--- src/rtl/ad_sync_ctrl.sv ---
// ============================================================================
// Module      : ad_sync_ctrl
// Description : ADC sync controller. Issues an active-low sync pulse (manual or
//               periodic), then discards settling samples before passing data.
// Revision    : 1.0  initial release
// ============================================================================
`default_nettype none

module ad_sync_ctrl #(
    parameter int          DW    = 24,
    parameter logic [15:0] TO_US = 16'd50000
) (
    input  logic          clk_sys,
    input  logic          rst_n,
    input  logic          pluse_us,
    input  logic          syn_vld,
    input  logic          real_vld,
    input  logic [DW-1:0] real_data,
    input  logic          cfg_sync_en,
    input  logic [15:0]   cfg_period,
    input  logic [15:0]   cfg_low_us,
    input  logic [7:0]    cfg_settle,
    input  logic          err_clr,
    output logic          ad_sync_n,
    output logic [DW-1:0] out_data,
    output logic          out_vld,
    output logic          busy,
    output logic [7:0]    sync_cnt,
    output logic          err_timeout
);

    localparam logic [1:0] ST_IDLE     = 2'd0;
    localparam logic [1:0] ST_RUN      = 2'd1;
    localparam logic [1:0] ST_SYNC_LOW = 2'd2;
    localparam logic [1:0] ST_SETTLE   = 2'd3;

    logic [1:0]    r_state;
    logic [15:0]   r_samp_cnt;
    logic [15:0]   r_us_cnt;
    logic [7:0]    r_drop_cnt;
    logic          r_ad_sync_n;
    logic [DW-1:0] r_out_data;
    logic          r_out_vld;
    logic          r_busy;
    logic [7:0]    r_sync_cnt;
    logic          r_err_timeout;

    logic [1:0]    w_state_nxt;
    logic [15:0]   w_samp_nxt;
    logic [15:0]   w_us_nxt;
    logic [7:0]    w_drop_nxt;
    logic          w_ad_sync_n_nxt;
    logic [DW-1:0] w_out_data_nxt;
    logic          w_out_vld_nxt;
    logic          w_busy_nxt;
    logic [7:0]    w_sync_cnt_nxt;
    logic          w_err_nxt;
    logic          w_set_err;

    logic [15:0]   w_low_lim;
    logic          w_period_hit;
    logic          w_low_done;
    logic          w_drop_done;
    logic          w_settle_to;
    logic          w_enter_low;

    // A programmed low time of zero still produces a one-microsecond pulse.
    assign w_low_lim    = (cfg_low_us == 16'd0) ? 16'd1 : cfg_low_us;
    assign w_period_hit = real_vld && (cfg_period != 16'd0)
                          && (r_samp_cnt == (cfg_period - 16'd1));
    assign w_low_done   = pluse_us && !syn_vld
                          && (({1'b0, r_us_cnt} + 17'd1) >= {1'b0, w_low_lim});
    assign w_drop_done  = real_vld
                          && (({1'b0, r_drop_cnt} + 9'd1) >= {1'b0, cfg_settle});
    assign w_settle_to  = !real_vld && pluse_us
                          && (({1'b0, r_us_cnt} + 17'd1) >= {1'b0, TO_US});

    always_ff @(posedge clk_sys or negedge rst_n) begin
        if (!rst_n) begin
            r_state       <= ST_IDLE;
            r_samp_cnt    <= 16'd0;
            r_us_cnt      <= 16'd0;
            r_drop_cnt    <= 8'd0;
            r_ad_sync_n   <= 1'b1;
            r_out_data    <= '0;
            r_out_vld     <= 1'b0;
            r_busy        <= 1'b0;
            r_sync_cnt    <= 8'd0;
            r_err_timeout <= 1'b0;
        end else begin
            r_state       <= w_state_nxt;
            r_samp_cnt    <= w_samp_nxt;
            r_us_cnt      <= w_us_nxt;
            r_drop_cnt    <= w_drop_nxt;
            r_ad_sync_n   <= w_ad_sync_n_nxt;
            r_out_data    <= w_out_data_nxt;
            r_out_vld     <= w_out_vld_nxt;
            r_busy        <= w_busy_nxt;
            r_sync_cnt    <= w_sync_cnt_nxt;
            r_err_timeout <= w_err_nxt;
        end
    end

    // Next-state: syn_vld outranks every other exit from RUN and SETTLE.
    always_comb begin
        w_state_nxt = r_state;
        if (!cfg_sync_en) begin
            w_state_nxt = ST_IDLE;
        end else begin
            case (r_state)
                ST_IDLE: w_state_nxt = ST_RUN;
                ST_RUN: begin
                    if (syn_vld || w_period_hit)
                        w_state_nxt = ST_SYNC_LOW;
                end
                ST_SYNC_LOW: begin
                    if (w_low_done)
                        w_state_nxt = ST_SETTLE;
                end
                ST_SETTLE: begin
                    if (syn_vld)
                        w_state_nxt = ST_SYNC_LOW;
                    else if (cfg_settle == 8'd0 || w_drop_done || w_settle_to)
                        w_state_nxt = ST_RUN;
                end
                default: w_state_nxt = ST_IDLE;
            endcase
        end
    end

    assign w_enter_low = (w_state_nxt == ST_SYNC_LOW) && (r_state != ST_SYNC_LOW);

    always_comb begin
        w_samp_nxt     = r_samp_cnt;
        w_us_nxt       = r_us_cnt;
        w_drop_nxt     = r_drop_cnt;
        w_out_data_nxt = r_out_data;
        w_out_vld_nxt  = 1'b0;
        w_set_err      = 1'b0;
        if (!cfg_sync_en) begin
            w_samp_nxt = 16'd0;
            w_us_nxt   = 16'd0;
            w_drop_nxt = 8'd0;
        end else begin
            case (r_state)
                ST_RUN: begin
                    // The sample that triggers a sync is still forwarded.
                    if (real_vld) begin
                        w_out_vld_nxt  = 1'b1;
                        w_out_data_nxt = real_data;
                        w_samp_nxt     = r_samp_cnt + 16'd1;
                    end
                    if (w_enter_low) begin
                        w_samp_nxt = 16'd0;
                        w_us_nxt   = 16'd0;
                    end
                end
                ST_SYNC_LOW: begin
                    if (syn_vld) begin
                        w_us_nxt = 16'd0;
                    end else if (w_low_done) begin
                        w_us_nxt   = 16'd0;
                        w_drop_nxt = 8'd0;
                    end else if (pluse_us) begin
                        w_us_nxt = r_us_cnt + 16'd1;
                    end
                end
                ST_SETTLE: begin
                    if (w_enter_low) begin
                        w_samp_nxt = 16'd0;
                        w_us_nxt   = 16'd0;
                        w_drop_nxt = 8'd0;
                    end else if (cfg_settle == 8'd0) begin
                        w_us_nxt   = 16'd0;
                        w_drop_nxt = 8'd0;
                    end else if (real_vld) begin
                        // Any sample arriving proves the ADC alive; restart the watchdog.
                        w_us_nxt   = 16'd0;
                        w_drop_nxt = w_drop_done ? 8'd0 : r_drop_cnt + 8'd1;
                    end else if (w_settle_to) begin
                        w_us_nxt   = 16'd0;
                        w_drop_nxt = 8'd0;
                        w_set_err  = 1'b1;
                    end else if (pluse_us) begin
                        w_us_nxt = r_us_cnt + 16'd1;
                    end
                end
                default: begin
                    w_samp_nxt = 16'd0;
                    w_us_nxt   = 16'd0;
                    w_drop_nxt = 8'd0;
                end
            endcase
        end
    end

    // Output values follow the next state so they change together with it.
    always_comb begin
        w_ad_sync_n_nxt = (w_state_nxt != ST_SYNC_LOW);
        w_busy_nxt      = (w_state_nxt == ST_SYNC_LOW) || (w_state_nxt == ST_SETTLE);
        w_sync_cnt_nxt  = (cfg_sync_en && w_enter_low) ? r_sync_cnt + 8'd1 : r_sync_cnt;
        if (w_set_err)
            w_err_nxt = 1'b1;
        else if (err_clr)
            w_err_nxt = 1'b0;
        else
            w_err_nxt = r_err_timeout;
    end

    assign ad_sync_n   = r_ad_sync_n;
    assign out_data    = r_out_data;
    assign out_vld     = r_out_vld;
    assign busy        = r_busy;
    assign sync_cnt    = r_sync_cnt;
    assign err_timeout = r_err_timeout;

endmodule

`default_nettype wire

--- config.mk ---
export PLATFORM = sky130hd
export DESIGN_NAME = ad_sync_ctrl
export DESIGN_NICKNAME = d
export VERILOG_FILES = /design/src/rtl/ad_sync_ctrl.sv
export SDC_FILE = /design/constraint.sdc
export NUM_CORES = 1
export LEC_CHECK = 0
export ABC_CLOCK_PERIOD_IN_PS = 6900
export BUFFER_PORTS_ARGS = -buffer_cell sky130_fd_sc_hd__buf_2
export CORE_MARGIN = 10
export CORE_UTILIZATION = 30
export DETAILED_ROUTE_END_ITERATION = 10
export PLACE_DENSITY = 0.58
export SLEW_MARGIN = 10
export SYNTH_ARGS = -nofsm -noshare
export SYNTH_HDL_FRONTEND = slang
export SYNTH_SLANG_ARGS = --single-unit
--- constraint.sdc ---
create_clock -name clk_sys -period 6.9 [get_ports clk_sys]
set_input_delay 0.345 -clock clk_sys [delete_from_list [all_inputs] [get_ports clk_sys]]
set_output_delay 0.345 -clock clk_sys [all_outputs]
set_load 0.005 [all_outputs]
Word-level counts from Yosys, hierarchy flattened
Index checks and enable logic that the tools add are counted.
Widths: inputs -> output; s select.
{"block": "word_totals", "reg_bits": 78, "inputBits": 71, "output_inout_bits": 36, "elab_cells": 100}
{"block": "classes", "n_addsub": 7, "order_cmp": 3, "n_eq_ne": 16, "mux": 41, "reduce_logical": 23}
{"cell": "$mux 16", "count": 13}
{"cell": "$pmux 16 s3", "count": 2}
{"cell": "$mux 8", "count": 8}
{"cell": "$add 16x1->16 const B", "count": 2}
{"cell": "$pmux 8 s3", "count": 1}
{"cell": "$add 16x1->17 const B", "count": 1}
{"cell": "$ge 17x16->1", "count": 1}
{"cell": "$ge 17x16->1 const B", "count": 1}
{"cell": "$add 8x1->8 const B", "count": 2}
{"cell": "$eq 16x16->1", "count": 1}
{"cell": "$logic_not 16->1", "count": 1}
{"cell": "$reduce_bool 16->1", "count": 1}
{"cell": "$sub 16x1->16 const B", "count": 1}
{"cell": "$ne 3x3->1 const B", "count": 4}
{"cell": "$mux 1", "count": 11}
{"cell": "$mux 2", "count": 5}
{"cell": "$add 8x1->9 const B", "count": 1}
{"cell": "$ge 9x8->1", "count": 1}
{"cell": "$logic_and 1x1->1", "count": 9}
{"cell": "$eq 2x2->1 const B", "count": 4}
{"cell": "$logic_not 8->1", "count": 1}
{"cell": "$ne 2x2->1 const B", "count": 4}
{"cell": "$pmux 2 s4", "count": 1}
{"cell": "$ne 6x6->1 const B", "count": 1}
{"cell": "8 further kinds", "count": 13}

Longest topological paths before layout
{"block": "logic_depth", "ltp_word": 15, "mapped_depth": 15, "mapped_depth_nobuf": 15}

Worst setup path after synthesis
No wires, ideal clock.
{"block": "synth_timing", "kind": "flip-flop to flip-flop", "startpoint": "register r_us_cnt[4]", "endpoint": "register r_us_cnt[11]", "setup_time_ns": 0.121, "arrival_ns": 3.194, "required_time_ns": 6.779, "slack_ns": 3.585, "path_stages_with_launch": 14, "n_path_buf": 2, "synth_period_minus_slack_ns": 3.315, "path_cell_list": "dfrtp_1 > clkbuf_1 > nand3_1 > nor3_1 > nand3_1 > xnor2_1 > ha_1 > nand4_1 > a2111o_1 > a31oi_1 > o2bb2ai_1 > and2_1 > clkbuf_1 > a22o_1"}
{"block": "synth_via", "elab_chain_len": 13}
{"element": "from (decl)", "line": "39", "rtl": "logic [15:0] r_us_cnt;"}
{"element": "from (signal assigned)", "line": "93", "rtl": "r_us_cnt <= w_us_nxt;"}
{"element": "$add 16x1->17", "line": "72, 76"}
{"element": "$ge 17x16->1", "line": "76", "rtl": "&& (({1'b0, r_us_cnt} + 17'd1) >= {1'b0, TO_US});"}
{"element": "$logic_and 1x1->1", "line": "76"}
{"element": "$logic_or 1x1->1", "line": "123", "rtl": "else if (cfg_settle == 8'd0 || w_drop_done || w_settle_to)"}
{"element": "$mux 2", "line": "123"}
{"element": "$mux 2", "line": "121", "rtl": "if (syn_vld)"}
{"element": "$pmux 2 s4", "line": "110", "rtl": "case (r_state)"}
{"element": "$mux 2", "line": "107", "rtl": "if (!cfg_sync_en) begin"}
{"element": "$eq 2x2->1", "line": "131", "rtl": "assign w_enter_low = (w_state_nxt == ST_SYNC_LOW) && (r_state != ST_SYNC_LOW);"}
{"element": "$logic_and 1x1->1", "line": "131"}
{"element": "$mux 16", "line": "169", "rtl": "if (w_enter_low) begin"}
{"element": "$pmux 16 s3", "line": "145", "rtl": "case (r_state)"}
{"element": "$mux 16", "line": "140", "rtl": "if (!cfg_sync_en) begin"}
Several ways; a longest one is shown, not always the timed one.
A chain may end at the register's enable or synchronous reset.

Final worst setup path
{"block": "layout_timing", "startpoint": "register r_us_cnt[0]", "endpoint": "register r_us_cnt[0]"}
The elaborated chain is that of the path after synthesis.

==> impl_metrics.json <==
{
  "ir_worst_vdd_mv": 0.105,
  "ctsLongestPathBuffers": 2,
  "multiInputGateArea_um2": 3040,
  "cts_tree": "done",
  "via_per_inst": 4.98,
  "fin_hold_ws_ns": 0.190,
  "die-height_um": 152,
  "drt_first_pass_iters": 4,
  "maxCapViolations": 0,
  "power.leakage_uw": 0.00302,
  "cts.repair.resized": 0,
  "cts.sinks": 78,
  "initialDrtViolationCount": 343,
  "period_share": 0.590,
  "final_cell_mix": "nand2_1 (110), buf_2 (105), dfrtp_1 (77)",
  "worstSetupEndpointType": "flip-flop",
  "grt_pass1_wl_um": 24200,
  "die-width_um": 152,
  "synth-edff-count": 0,
  "wl_um": 14500,
  "drv_slew": 0,
  "drive_above_1_share": 0.183,
  "root_buffer": "clkbuf_16",
  "critPathArrivalTime_ns": 4.30,
  "crit_path_start_kind": "flip-flop",
  "cts_setup_buffers": 0,
  "grt_overflow": 0,
  "vias": 4689,
  "fin_nets": 812,
  "path_max_fanout": 12,
  "worst-r2r-setup-slack_ns": 2.83,
  "hold_buffers": 0,
  "synth_seq_area_share": 0.372,
  "clk_pin_slew_ns": 0.06,
  "cp_slowest_stage_delay_ns": 0.54,
  "final.min_clock_period_ns": 4.07,
  "rsz0062_at_grt": "no",
  "synth.distinct_cells": 63,
  "die_area_um2": 23200,
  "slew_headroom": 0.285,
  "nFillCells": 1811,
  "timing.rr.start": "r_us_cnt[0]$_DFFE_PN0P_",
  "r2r-end": "r_us_cnt[0]$_DFFE_PN0P_",
  "n_antenna_cell": 0,
  "worst_slew_pin_slew_ns": 1.07,
  "crit_family": "simple AND/OR/NAND/NOR gates",
  "cts_inserted_buffers": 9,
  "synthArstFlopShare": 1.00,
  "grt_pass1_vias": 4658,
  "grt.total_usage": 0.124,
  "synth_top_area_frac": 0.367,
  "synth_seq_cells": 78,
  "hold_class": "input pin to asynchronous set/reset pin",
  "path_cells": "ha_1 -> nand3_1 -> nor3_1 -> nand3_1 -> xnor2_1 -> ha_1 -> nand4_1 -> a2111o_1 -> a31oi_1 -> o2bb2ai_1 -> and2_1 -> mux2_2",
  "cts.htree.levels": 3,
  "syn_nets": 718,
  "power_density_nw_per_um2": 198,
  "wire_per_inst_um": 15.4,
  "antenna_found_initial": 0,
  "finalSetupViolations": 0,
  "crit_buf_inv": 0,
  "drc_errors": 0,
  "initial_utilization": 0.305,
  "register_area_um2": 1950,
  "setup_tns_ns": 0,
  "detail-route-antenna-nets": 0,
  "ys_top_cells_by_area": "dfrtp_1 (37%), nand2_1 (7.9%), ha_1 (7.1%)",
  "synthFlopType": "dfrtp_1",
  "dp_hpwl_um": 11100,
  "hold_viol": 0,
  "syn_inst": 617,
  "gp_congestion": 0.810,
  "syn_to_final_growth_pct": 19.2,
  "syn_avg_cell_area_um2": 8.52,
  "worstPathRequired_ns": 7.13,
  "grt_max_degree": 79,
  "status": "complete, no violations",
  "ios": 107,
  "ff2ff_path_depth": 12,
  "ys_warn_count": 0,
  "core_um2": 17200,
  "finClkSkew_ns": 0.00662,
  "worst-setup-path-type": "flip-flop to flip-flop",
  "synth_top_cell_by_area": "dfrtp_1",
  "num_rows": 48,
  "syn_area_um2": 5260,
  "clock_latency_ns": 0.34,
  "layout_commonest_cell": "nand2_1",
  "port_buffers": 106,
  "fmax_ghz": 0.246,
  "slowest_stage": "dfrtp_1"
}
per-stage QoR:
step / total power (uW) / utilization / setup slack, ns / cells / cell area (um^2)
after floorplan: 654 / - / 3.58 / 617 / 5260
after global placement: 777 / 0.347 / 2.89 / 925 / 5970
after detailed placement: 779 / 0.347 / 2.79 / 925 / 5970
after CTS: 1260 / 0.363 / 2.77 / 941 / 6260
after global routing: 1320 / 0.363 / 2.36 / 941 / 6260
final: 1240 / 0.363 / 2.83 / 941 / 6260
registers in the layout (all words and copies together), names as in the netlist:
name / cells
err_timeout: 1
r_samp_cnt: 16
sync_cnt: 8
out_data: 24
r_drop_cnt: 8
ad_sync_n: 1
r_state: 2
out_vld: 1
r_us_cnt: 16
busy: 1
worst max-delay path by stage:
stage | startpoint | endpoint | slack [ns] | depth (start not counted)
after floorplan | r_us_cnt[4]$_DFFE_PN0P_ | r_us_cnt[11]$_DFFE_PN0P_ | 3.58 | 13
after global placement | r_us_cnt[0]$_DFFE_PN0P_ | r_us_cnt[0]$_DFFE_PN0P_ | 2.89 | 12
after detailed placement | r_us_cnt[0]$_DFFE_PN0P_ | r_us_cnt[0]$_DFFE_PN0P_ | 2.79 | 12
after CTS | r_us_cnt[0]$_DFFE_PN0P_ | r_us_cnt[0]$_DFFE_PN0P_ | 2.77 | 12
after global routing | r_us_cnt[0]$_DFFE_PN0P_ | r_us_cnt[0]$_DFFE_PN0P_ | 2.36 | 12
final | r_us_cnt[0]$_DFFE_PN0P_ | r_us_cnt[0]$_DFFE_PN0P_ | 2.83 | 12
synthesized netlist by cell type, types with 7 or more instances:
library cell / n
a21o_1: 7
a21oi_1: 27
a22o_1: 17
and3_1: 16
clkbuf_1: 18
dfrtp_1: 77
ha_1: 30
inv_1: 41
nand2_1: 110
nand2b_1: 8
nand3_1: 33
nand4_1: 16
nor2_1: 15
nor3_1: 19
nor4_1: 12
o21ai_0: 25
o31ai_1: 8
or3_1: 13
xnor2_1: 28
xor2_1: 12
layer usage:
metal	up-vias	track usage	wire, um	share of wire
met2	105	0.197	6630	0.46
li1	2406	-	-	-
met1	2166	0.164	6970	0.48
met5	-	0	0	0
met3	12	0.0299	715	0.049
met4	0	0.0316	170	0.012
worst register-to-register path, cell delays in order (launching register included):
cell and delay [ns]:
dfrtp_1 0.54, ha_1 0.35, nand3_1 0.24, nor3_1 0.50, nand3_1 0.17, xnor2_1 0.17, ha_1 0.31, nand4_1 0.12
a2111o_1 0.35, a31oi_1 0.30, o2bb2ai_1 0.22, and2_1 0.36, mux2_2 0.33
kinds of logic after synthesis:
| kind of cell | count (synthesis) | share of synthesized area |
|---|---|---|
| AND/OR/NAND/NOR | 269 | 0.255 |
| AO/OA/AOI/OAI | 129 | 0.174 |
| flip-flops | 78 | 0.372 |
| buffers and inverters | 66 | 0.0495 |
| XOR/XNOR | 41 | 0.0698 |
| adder cells (fa/ha/maj) | 30 | 0.0714 |
| multiplexers | 4 | 0.00833 |
layout make-up:
type                       count  area share
clock buffer                  15      0.0412
sequential                    78       0.312
timing repair buffer         107      0.0863
inverter                      42      0.0252
tap                          225      0.0450
multi-input combinational    473       0.486
clock inverter                 1     0.00480
report_power, final:
group	switching, uW	leakage [uW]	internal (uW)
clock network	182	0.000138	291
registers	34.3	0.00104	511
logic	125	0.00184	96.1
Note: power is estimated with default switching activity, not from simulation.
